===== config.mk =====
export PLATFORM = sky130hd
export DESIGN_NAME = sealing_station_ctrl_flat
export DESIGN_NICKNAME = d
export VERILOG_FILES = /design/src/rtl/sealing_station_ctrl_pkg.sv /design/src/rtl/sealing_station_ctrl_if.sv /design/src/rtl/sealing_cork_stock.sv /design/src/rtl/sealing_station_ctrl.sv /design/src/flat_wrapper.sv
export SDC_FILE = /design/constraint.sdc
export NUM_CORES = 1
export LEC_CHECK = 0
export CORE_MARGIN = 4
export CORE_UTILIZATION = 55
export CTS_CLUSTER_SIZE = 20
export DETAILED_ROUTE_END_ITERATION = 8
export PLACE_DENSITY_LB_ADDON = 0.08
export SLEW_MARGIN = 20
export SYNTH_ARGS = -nofsm -noshare
export SYNTH_HDL_FRONTEND = slang
export SYNTH_SLANG_ARGS = --single-unit

===== constraint.sdc =====
create_clock -name clk -period 4.6 [get_ports clk]
set_input_delay 0.92 -clock clk [delete_from_list [all_inputs] [get_ports clk]]
set_output_delay 0.92 -clock clk [all_outputs]
set_load 0.01 [all_outputs]

===== src/rtl/sealing_station_ctrl_pkg.sv =====
// Shared types for the bottle sealing station: FSM state encoding and fault codes.
package sealing_station_ctrl_pkg;

    typedef enum logic [2:0] {
        StStop    = 3'd0,
        StRun     = 3'd1,
        StAlign   = 3'd2,
        StSeal    = 3'd3,
        StRelease = 3'd4,
        StEmpty   = 3'd5,
        StFault   = 3'd6
    } state_e;

    localparam logic [1:0] FaultNone  = 2'd0;
    localparam logic [1:0] FaultAlign = 2'd1;
    localparam logic [1:0] FaultSeal  = 2'd2;

endpackage


===== src/rtl/sealing_station_ctrl_if.sv =====
// Conveyor, sensor, actuator and panel signals of the sealing station.
interface sealing_station_ctrl_if #(
    parameter int unsigned CORK_W = 8,
    parameter int unsigned CNT_W  = 16
);
    logic              start;
    logic              clear;
    logic              bottle;
    logic              pos;
    logic              seal_ack;
    logic              refill_ack;
    logic [CORK_W-1:0] refill_qty;
    logic              motor_on;
    logic              seal_req;
    logic              refill_req;
    logic              alarm;
    logic [1:0]        fault_code;
    logic [CORK_W-1:0] cork_count;
    logic [CNT_W-1:0]  sealed_cnt;

    modport master (
        output start, clear, bottle, pos, seal_ack, refill_ack, refill_qty,
        input  motor_on, seal_req, refill_req, alarm, fault_code, cork_count, sealed_cnt
    );

    modport slave (
        input  start, clear, bottle, pos, seal_ack, refill_ack, refill_qty,
        output motor_on, seal_req, refill_req, alarm, fault_code, cork_count, sealed_cnt
    );
endinterface


===== src/rtl/sealing_cork_stock.sv =====
// Cork stock counter: decrement per seal, saturating refill load.
module sealing_cork_stock #(
    parameter int unsigned CORK_W   = 8,
    parameter int unsigned CORK_MAX = 100
) (
    input  logic              clk,
    input  logic              reset,
    input  logic              i_dec,
    input  logic              i_load,
    input  logic [CORK_W-1:0] i_qty,
    output logic [CORK_W-1:0] o_count,
    output logic [CORK_W-1:0] o_load_val
);
    localparam logic [CORK_W:0]   MAX_WIDE   = (CORK_W + 1)'(CORK_MAX);
    localparam logic [CORK_W-1:0] MAX_NARROW = CORK_W'(CORK_MAX);

    logic [CORK_W-1:0] r_count;
    logic [CORK_W-1:0] w_count_d;
    logic [CORK_W:0]   w_sum;

    // Extra bit keeps a large refill from wrapping before saturation.
    assign w_sum      = {1'b0, r_count} + {1'b0, i_qty};
    assign o_load_val = (w_sum > MAX_WIDE) ? MAX_NARROW : w_sum[CORK_W-1:0];
    assign o_count    = r_count;

    always_comb begin
        w_count_d = r_count;
        if (i_load) begin
            w_count_d = o_load_val;
        end else if (i_dec && (r_count != '0)) begin
            w_count_d = r_count - CORK_W'(1);
        end
    end

    always_ff @(posedge clk or posedge reset) begin
        if (reset) begin
            r_count <= '0;
        end else begin
            r_count <= w_count_d;
        end
    end
endmodule


===== src/rtl/sealing_station_ctrl.sv =====
// Bottle sealing station sequencer: conveyor stop, alignment wait, seal handshake, cork refill.
module sealing_station_ctrl
    import sealing_station_ctrl_pkg::*;
#(
    parameter int unsigned CORK_W   = 8,
    parameter int unsigned CORK_MAX = 100,
    parameter int unsigned ALIGN_TO = 15,
    parameter int unsigned SEAL_TO  = 31,
    parameter int unsigned CNT_W    = 16
) (
    input  logic                  clk,
    input  logic                  reset,
    sealing_station_ctrl_if.slave bus
);
    localparam int unsigned TMR_MAX = (ALIGN_TO > SEAL_TO) ? ALIGN_TO : SEAL_TO;
    localparam int unsigned TMR_W   = $clog2(TMR_MAX + 1);
    localparam logic [TMR_W-1:0] ALIGN_LIM = TMR_W'(ALIGN_TO);
    localparam logic [TMR_W-1:0] SEAL_LIM  = TMR_W'(SEAL_TO);

    state_e            r_state, w_state_d;
    logic [TMR_W-1:0]  r_timer, w_timer_d;
    logic [1:0]        r_fault, w_fault_d;
    logic [CNT_W-1:0]  r_sealed, w_sealed_d;
    logic              w_dec, w_load;
    logic [CORK_W-1:0] w_cork, w_cork_load;

    sealing_cork_stock #(
        .CORK_W   (CORK_W),
        .CORK_MAX (CORK_MAX)
    ) u_cork_stock (
        .clk        (clk),
        .reset      (reset),
        .i_dec      (w_dec),
        .i_load     (w_load),
        .i_qty      (bus.refill_qty),
        .o_count    (w_cork),
        .o_load_val (w_cork_load)
    );

    always_ff @(posedge clk or posedge reset) begin
        if (reset) begin
            r_state  <= StStop;
            r_timer  <= '0;
            r_fault  <= FaultNone;
            r_sealed <= '0;
        end else begin
            r_state  <= w_state_d;
            r_timer  <= w_timer_d;
            r_fault  <= w_fault_d;
            r_sealed <= w_sealed_d;
        end
    end

    always_comb begin
        w_state_d  = r_state;
        w_timer_d  = r_timer;
        w_fault_d  = r_fault;
        w_sealed_d = r_sealed;
        w_dec      = 1'b0;
        w_load     = 1'b0;
        case (r_state)
            StStop: begin
                if (bus.start) w_state_d = (w_cork == '0) ? StEmpty : StRun;
            end
            StRun: begin
                if (!bus.start) begin
                    w_state_d = StStop;
                end else if (bus.bottle) begin
                    w_state_d = StAlign;
                    w_timer_d = '0;
                end
            end
            StAlign: begin
                // Alignment arriving on the last allowed cycle still counts.
                if (bus.pos) begin
                    w_state_d = StSeal;
                    w_timer_d = '0;
                end else if (r_timer == ALIGN_LIM) begin
                    w_state_d = StFault;
                    w_fault_d = FaultAlign;
                end else begin
                    w_timer_d = r_timer + TMR_W'(1);
                end
            end
            StSeal: begin
                if (bus.seal_ack) begin
                    w_state_d  = StRelease;
                    w_dec      = 1'b1;
                    w_sealed_d = r_sealed + CNT_W'(1);
                end else if (r_timer == SEAL_LIM) begin
                    w_state_d = StFault;
                    w_fault_d = FaultSeal;
                end else begin
                    w_timer_d = r_timer + TMR_W'(1);
                end
            end
            StRelease: begin
                if (!bus.bottle) w_state_d = (w_cork == '0) ? StEmpty : StRun;
            end
            StEmpty: begin
                if (bus.refill_ack) begin
                    w_load = 1'b1;
                    if (w_cork_load != '0) w_state_d = bus.start ? StRun : StStop;
                end
            end
            StFault: begin
                if (bus.clear) begin
                    w_state_d = StStop;
                    w_fault_d = FaultNone;
                end
            end
            default: w_state_d = StStop;
        endcase
    end

    always_comb begin
        bus.motor_on   = 1'b0;
        bus.seal_req   = 1'b0;
        bus.refill_req = 1'b0;
        bus.alarm      = 1'b0;
        case (r_state)
            StRun, StRelease: bus.motor_on = 1'b1;
            StSeal:           bus.seal_req = 1'b1;
            StEmpty: begin
                bus.refill_req = 1'b1;
                bus.alarm      = 1'b1;
            end
            StFault:          bus.alarm = 1'b1;
            default: ;
        endcase
    end

    assign bus.fault_code = r_fault;
    assign bus.cork_count = w_cork;
    assign bus.sealed_cnt = r_sealed;
endmodule


===== src/flat_wrapper.sv =====
// flat-port wrapper written by rule: the top's interface ports become plain ports
module sealing_station_ctrl_flat import sealing_station_ctrl_pkg::*;
#(
    parameter int unsigned CORK_W   = 8,
    parameter int unsigned CORK_MAX = 100,
    parameter int unsigned ALIGN_TO = 15,
    parameter int unsigned SEAL_TO  = 31,
    parameter int unsigned CNT_W    = 16
)
  (clk, reset, bus_start, bus_clear, bus_bottle, bus_pos, bus_seal_ack, bus_refill_ack, bus_refill_qty, bus_motor_on, bus_seal_req, bus_refill_req, bus_alarm, bus_fault_code, bus_cork_count, bus_sealed_cnt);
  sealing_station_ctrl_if #(.CORK_W(CORK_W), .CNT_W(CNT_W)) bus_i ();
  input  logic clk;
  input  logic reset;
  input wire logic [$bits(bus_i.start)-1:0] bus_start;
  input wire logic [$bits(bus_i.clear)-1:0] bus_clear;
  input wire logic [$bits(bus_i.bottle)-1:0] bus_bottle;
  input wire logic [$bits(bus_i.pos)-1:0] bus_pos;
  input wire logic [$bits(bus_i.seal_ack)-1:0] bus_seal_ack;
  input wire logic [$bits(bus_i.refill_ack)-1:0] bus_refill_ack;
  input wire logic [$bits(bus_i.refill_qty)-1:0] bus_refill_qty;
  output wire logic [$bits(bus_i.motor_on)-1:0] bus_motor_on;
  output wire logic [$bits(bus_i.seal_req)-1:0] bus_seal_req;
  output wire logic [$bits(bus_i.refill_req)-1:0] bus_refill_req;
  output wire logic [$bits(bus_i.alarm)-1:0] bus_alarm;
  output wire logic [$bits(bus_i.fault_code)-1:0] bus_fault_code;
  output wire logic [$bits(bus_i.cork_count)-1:0] bus_cork_count;
  output wire logic [$bits(bus_i.sealed_cnt)-1:0] bus_sealed_cnt;
  assign bus_i.start = bus_start;
  assign bus_i.clear = bus_clear;
  assign bus_i.bottle = bus_bottle;
  assign bus_i.pos = bus_pos;
  assign bus_i.seal_ack = bus_seal_ack;
  assign bus_i.refill_ack = bus_refill_ack;
  assign bus_i.refill_qty = bus_refill_qty;
  assign bus_motor_on = bus_i.motor_on;
  assign bus_seal_req = bus_i.seal_req;
  assign bus_refill_req = bus_i.refill_req;
  assign bus_alarm = bus_i.alarm;
  assign bus_fault_code = bus_i.fault_code;
  assign bus_cork_count = bus_i.cork_count;
  assign bus_sealed_cnt = bus_i.sealed_cnt;
  sealing_station_ctrl #(.CORK_W(CORK_W), .CORK_MAX(CORK_MAX), .ALIGN_TO(ALIGN_TO), .SEAL_TO(SEAL_TO), .CNT_W(CNT_W)) u_core (.clk(clk), .reset(reset), .bus(bus_i));
endmodule

==> results of run 1 <==
==> worst paths after layout <==
check	cells after the start	end	start	slack [ns]
setup / recovery	10	u_core.u_cork_stock.o_count[2]	bus_refill_qty[0]	1.29
hold / removal	1	u_core.bus.sealed_cnt[15]	u_core.bus.sealed_cnt[15]	0.49
setup reg to reg	9	u_core.u_cork_stock.o_count[2]	u_core.u_cork_stock.o_count[0]	1.95
hold reg to reg	1	u_core.bus.sealed_cnt[15]	u_core.bus.sealed_cnt[15]	0.49
max in group asynchronous	3	u_core.u_cork_stock.o_count[3]	reset	3.25
min in group asynchronous	3	u_core.r_timer[3]	reset	1.04
==> registers in the layout, summed over array words and instances (netlist names) <==
signal and cells:
u_core.r_state 3, u_core.bus.fault_code 2, u_core.bus.sealed_cnt 16, u_core.r_timer 5, u_core.u_cork_stock.o_count 8
==> cells by family after synthesis <==
kind of cell    count (synthesis)  synth area share, %
compound gates                 46                 14.9
xor+xnor                       27                 10.5
fa+ha+maj                      14                 8.13
buf+inv                        18                 3.06
flops                          34                 37.9
mux                             4                 1.95
simple gates                  103                 23.5
==> Yosys cell counts (2+ instances only) <==
| library cell | count | area, um2 |
|---|---|---|
| dfrtp_1 | 34 | 851 |
| nor2_1 | 27 | 101 |
| nand2_1 | 20 | 75.1 |
| nand3_1 | 15 | 75.1 |
| xnor2_1 | 15 | 131 |
| inv_1 | 14 | 52.6 |
| o21ai_0 | 14 | 70.1 |
| ha_1 | 13 | 163 |
| xor2_1 | 12 | 105 |
| nor3_1 | 9 | 45.0 |
| a21oi_1 | 5 | 25.0 |
| nor3b_1 | 5 | 37.5 |
| a22o_1 | 4 | 35.0 |
| a22oi_1 | 4 | 30.0 |
| nand4_1 | 4 | 25.0 |
| nor2b_1 | 4 | 25.0 |
| a31oi_1 | 3 | 18.8 |
| and3_1 | 3 | 18.8 |
| mux2_2 | 3 | 33.8 |
| nand2b_1 | 3 | 18.8 |
| a211oi_2 | 2 | 25.0 |
| clkbuf_1 | 2 | 7.51 |
| o21bai_1 | 2 | 15.0 |
| o221ai_1 | 2 | 17.5 |
| or3_1 | 2 | 12.5 |
| or4_1 | 2 | 15.0 |
==> power by group through the flow <==
stage | Sequential [W] | Clock (W) | Combinational, W
after floorplan | 0.000470 | 0 | 0.000549
after global placement | 0.000497 | 0 | 0.000767
after detailed placement | 0.000500 | 0 | 0.000785
after CTS | 0.000496 | 0.000235 | 0.000792
after global routing | 0.000516 | 0.000254 | 0.000871
final | 0.000499 | 0.000234 | 0.000792
==> critical path: stages <==
cell	delay [ns]
clkdlybuf4s50_1	0.46
ha_1	0.19
inv_1	0.06
fa_1	0.38
and2b_1	0.23
o22ai_1	0.09
xnor2_1	0.17
or3_1	0.39
a211oi_2	0.40
a22oi_1	0.16
==> layer usage <==
layer	track usage, %	vias up	share of wire (%)
li1	-	969	-
met1	25.9	928	44
met2	33.1	47	49
met3	5.26	14	4.2
met4	8.35	0	2.7
met5	0	-	0
==> area by class of cell <==
cell class	count	area, um2
clock buffers	6	82.6
clock inverters	2	12.5
fillers	297	956
inverters	14	52.6
multi-input cells	194	1330
flip-flops and latches	34	851
well taps	48	60.1
repair buffers	46	458
==> through the flow <==
step                hold slack [ns]  power [W]  cell area [um2]  utilization (%)  instances
global placement              0.459    0.00126             2750             72.3        336
detailed placement            0.487    0.00129             2750             72.3        336
finish                        0.488    0.00152             2840             74.8        344
floorplan                     0.465    0.00102             2250                -        246
global route                  0.528    0.00164             2840             74.8        344
CTS                           0.500    0.00152             2840             74.8        344
==> impl_metrics.env, run 1 <==
export IMPL_setup_violations=0
export IMPL_max_cap_violations=0
export IMPL_wl_per_cell_um=14.8
export IMPL_drive_gt1_share_pct=7.43
export IMPL_relSlewSlack_pct=69.0
export IMPL_seqPwrFrac_pct=32.7
export IMPL_finClkSkew_ns=0.00573
export IMPL_initial_core_util_pct=59.1
export IMPL_yosysSeqAreaShare_pct=37.9
export IMPL_antenna_found_initial=0
export IMPL_hp_class="reg -> reg"
export IMPL_required_ns=4.75
export IMPL_syn_avg_cell_area_um2=9.13
export IMPL_hpwl_um=3800
export IMPL_ir_drop_mv=0.380
export IMPL_cts_buffer_depth=2
export IMPL_die_h_um=71.9
export IMPL_hold_viol_final=0
export IMPL_cts_sinks=34
export IMPL_num_vias=1958
export IMPL_p_leak_nw=1.24
export IMPL_rsz0062_at_grt="no"
export IMPL_route_detailed_drc=0
export IMPL_cts_setup_buffers=0
export IMPL_cts_tree="built"
export IMPL_min_period_ns=3.31
export IMPL_rows=22
export IMPL_ctsResizeCount=0
export IMPL_tightest_slew_ns=0.464
export IMPL_end_kind="flop"
export IMPL_grt_remaining_overflow=0
export IMPL_finalCritPeriodShare_pct=72.0
export IMPL_layout_commonest_cell="clkdlybuf4s50_1"
export IMPL_internal_power_w=0.000872
export IMPL_power_per_cell_area_nw_per_um2=536
export IMPL_p_sw_share_pct=42.8
export IMPL_io_buffer_count=45
export IMPL_mostFrequentLayoutCells="45 x clkdlybuf4s50_1, 34 x dfrtp_1, 27 x nor2_1, 20 x nand2_1"
export IMPL_drt_pass1_iter_count=4
export IMPL_grt_max_degree=35
export IMPL_fmax_mhz=302
export IMPL_routed_wl_um=5100
export IMPL_grt_pass1_wl_um=8450
export IMPL_synth_nets=276
export IMPL_grt_pass1_vias=1887
export IMPL_synth_seq_cells=34
export IMPL_clock_power_share_pct=15.3
export IMPL_p_switching_w=0.000652
export IMPL_yosysUniqueCellTypes=49
export IMPL_netlist_area_um2=2250
export IMPL_gr_usage_all_layers_pct=20.4
export IMPL_die_w_um=71.9
export IMPL_h_tree_depth=2
export IMPL_core_area_um2=3800
export IMPL_vias_per_cell=5.69
export IMPL_arrival_ns=3.46
export IMPL_synth_edf_count=0
export IMPL_holdBufCountCts=0
export IMPL_netlist_instances=246
export IMPL_ant_nets=0
export IMPL_syn2layout_area_growth_pct=26.6
export IMPL_yosysWarnings=0
export IMPL_ys_flop_type="dfrtp_1"
export IMPL_clk_pin_slew_ns=0.07
export IMPL_diodes=0
export IMPL_insertion_delay_ns=0.29
export IMPL_tns_ns=0
export IMPL_num_io_pins=46
export IMPL_status="finished, final reports clean"
export IMPL_cts_made_buffers=5
export IMPL_dieArea_um2=5170
export IMPL_place_gp_congestion=0.853
export IMPL_path_max_fanout=5
export IMPL_layout_setup_ws_ns=1.29
export IMPL_critPathKind="in -> reg"
export IMPL_power_share_combinational_pct=51.9
export IMPL_clockRootBuffer="clkbuf_8"
export IMPL_synthArstFlopShare_pct=100
export IMPL_worstSetupStartpointType="input pin"
export IMPL_drt_iter0_drc=144
export IMPL_fin_nets=325
export IMPL_pre_cts_ws_ns=1.02
export IMPL_drv_slew=0
No activity file was read; power rests on OpenSTA's default activity.
==> run 2: changes to the inputs <==
--- a/config.mk
+++ b/config.mk
@@ -6,7 +6,7 @@
 export NUM_CORES = 1
 export LEC_CHECK = 0
 export CORE_MARGIN = 4
-export CORE_UTILIZATION = 55
+export CORE_UTILIZATION = 51
 export CTS_CLUSTER_SIZE = 20
 export DETAILED_ROUTE_END_ITERATION = 8
 export PLACE_DENSITY_LB_ADDON = 0.08
==> constraint.sdc (replaced) <==
create_clock -name clk -period 3.4 [get_ports clk]
set_input_delay 0.68 -clock clk [delete_from_list [all_inputs] [get_ports clk]]
set_output_delay 0.68 -clock clk [all_outputs]
set_load 0.01 [all_outputs]
==> run 2 against run 1 <==
Against the previous run:
- first-iteration DRC count shrank 10%
- clock skew shrank 0.0011 ns
- flip-flop and latch count is the same
- worst hold slack lost 0.019 ns
- sequential share of layout area is essentially flat
- count of clock-buffer cells in the layout is the same
- design area is essentially flat
- global-route usage shrank 0.95 points
==> impl_metrics.env, run 2 (same netlist as run 1, synthesis figures left out) <==
export IMPL_seqPwrFrac_pct=32.5
export IMPL_syn2layout_area_growth_pct=26.7
export IMPL_p_sw_share_pct=42.6
export IMPL_regArea_um2=851
export IMPL_drt_iter0_drc=129
export IMPL_power_total_w=0.00206
export IMPL_clk_pin_slew_ns=0.08
export IMPL_status="finished, final reports clean"
export IMPL_rsz0062_at_grt="no"
export IMPL_arrival_ns=3.27
export IMPL_antenna_found_initial=0
export IMPL_hpwl_um=3800
export IMPL_multi_input_area_um2=1330
export IMPL_finClkSkew_ns=0.00466
export IMPL_holdBufCountCts=0
export IMPL_fmax_mhz=324
export IMPL_ir_drop_mv=0.445
export IMPL_cts_made_buffers=5
export IMPL_grt_pass1_wl_um=8360
export IMPL_relSlewSlack_pct=69.8
export IMPL_stdcell_count=346
export IMPL_min_period_ns=3.09
export IMPL_end_kind="flop"
export IMPL_route_detailed_drc=0
export IMPL_dieArea_um2=5530
export IMPL_p_switching_w=0.000878
export IMPL_timing_hold_ws_ns=0.469
export IMPL_p_leak_nw=1.24
export IMPL_power_share_combinational_pct=52.0
export IMPL_grt_max_degree=35
export IMPL_ant_nets=0
export IMPL_num_vias=1989
export IMPL_finalCritPeriodShare_pct=90.9
export IMPL_core_area_um2=4120
export IMPL_cts_setup_buffers=0
export IMPL_cts_buffer_depth=2
export IMPL_clockRootBuffer="clkbuf_8"
export IMPL_wl_per_cell_um=14.5
export IMPL_path_max_fanout=4
export IMPL_insertion_delay_ns=0.29
export IMPL_setup_violations=0
export IMPL_power_per_cell_area_nw_per_um2=724
export IMPL_layout_commonest_cell="clkdlybuf4s50_1"
export IMPL_mostFrequentLayoutCells="45 x clkdlybuf4s50_1, 34 x dfrtp_1, 27 x nor2_1, 20 x nand2_1"
export IMPL_num_io_pins=46
export IMPL_drv_slew=0
export IMPL_hold_viol_final=0
export IMPL_io_buffer_count=45
export IMPL_fin_nets=325
export IMPL_hp_class="reg -> reg"
export IMPL_rows=23
export IMPL_required_ns=3.58
export IMPL_tns_ns=0
export IMPL_slowest_stage="clkdlybuf4s50_1"
export IMPL_cpPeakStageDelay_ns=0.46
export IMPL_tightest_slew_ns=0.452
export IMPL_pre_cts_ws_ns=0.0390
export IMPL_h_tree_depth=2
export IMPL_cts_tree="built"
export IMPL_diodes=0
export IMPL_clock_power_share_pct=15.5
export IMPL_grt_pass1_vias=1902
export IMPL_internal_power_w=0.00118
export IMPL_drt_pass1_iter_count=4
export IMPL_cts_sinks=34
export IMPL_vias_per_cell=5.75
export IMPL_initial_core_util_pct=54.6
export IMPL_largest_reg_flops=16
export IMPL_drive_gt1_share_pct=7.43
export IMPL_gr_usage_all_layers_pct=19.4
export IMPL_crit_chain="clkdlybuf4s50_1 > ha_1 > inv_1 > fa_1 > and2b_1 > o221ai_1 > or3_1 > a21oi_1 > a31oi_1 > mux2_2"
export IMPL_max_cap_violations=0
export IMPL_layout_setup_ws_ns=0.309
export IMPL_dp_cells=338
export IMPL_die_w_um=74.4
export IMPL_fillers=335
export IMPL_ctsResizeCount=0
export IMPL_die_h_um=74.4
export IMPL_critPathKind="in -> reg"
export IMPL_place_gp_congestion=0.814
export IMPL_worstSetupStartpointType="input pin"
export IMPL_grt_remaining_overflow=0
export IMPL_routed_wl_um=5010
## run 2: cell counts in the layout (fill, tap and decap cells not counted)
Identical to the previous run, type by type.
## run 2: routing by layer
layer	wire length, um	vias to the layer above	GRT usage (%)
met5	0	-	0
met4	68	0	6.52
met3	195	6	4.46
met2	2440	42	31.8
met1	2300	971	25.4
li1	-	970	-
## run 2: cell type report
cell class              count  share of cell area, %
flip-flops and latches     34                   29.9
clock buffers               6                   2.90
well taps                  50                   2.20
clock inverters             2                  0.440
inverters                  14                   1.85
multi-input cells         194                   46.6
repair buffers             46                   16.1
## run 2: worst max-delay path, delay by kind of cell
family	cells	cell delay [ns]
AO/OA/AOI/OAI	3	0.57
adder cells (fa/ha/maj)	2	0.56
buffers and inverters	2	0.52
multiplexers	1	0.29
AND/OR/NAND/NOR	2	0.64
## run 2: path summary, 6_finish.rpt
kind,cells past startpoint,endpoint,start,slack (ns)
min reg2reg,1,u_core.bus.sealed_cnt[15],u_core.bus.sealed_cnt[15],0.47
min in group asynchronous,3,u_core.bus.fault_code[0],reset,0.81
min,1,u_core.bus.sealed_cnt[15],u_core.bus.sealed_cnt[15],0.47
max reg2reg,9,u_core.r_state[2],u_core.u_cork_stock.o_count[0],0.72
max,10,u_core.r_state[2],bus_refill_qty[0],0.31
max in group asynchronous,3,u_core.bus.sealed_cnt[4],reset,2.29
## run 2: through the flow
stage | util, % | instance area [um2]
after floorplan | - | 2250
after CTS | 69.1 | 2850
after global routing | 69.1 | 2850
after detailed placement | 66.8 | 2750
after global placement | 66.8 | 2750
final | 69.1 | 2850
## run 2: power groups by stage
stage / Clock [W] / Sequential, W / Combinational, W
6_report: 0.000319 / 0.000670 / 0.00107
3_3_place_gp: 0 / 0.000674 / 0.00104
3_5_place_dp: 0 / 0.000677 / 0.00107
2_1_floorplan: 0 / 0.000636 / 0.000742
5_1_grt: 0.000343 / 0.000690 / 0.00119
4_1_cts: 0.000327 / 0.000669 / 0.00107
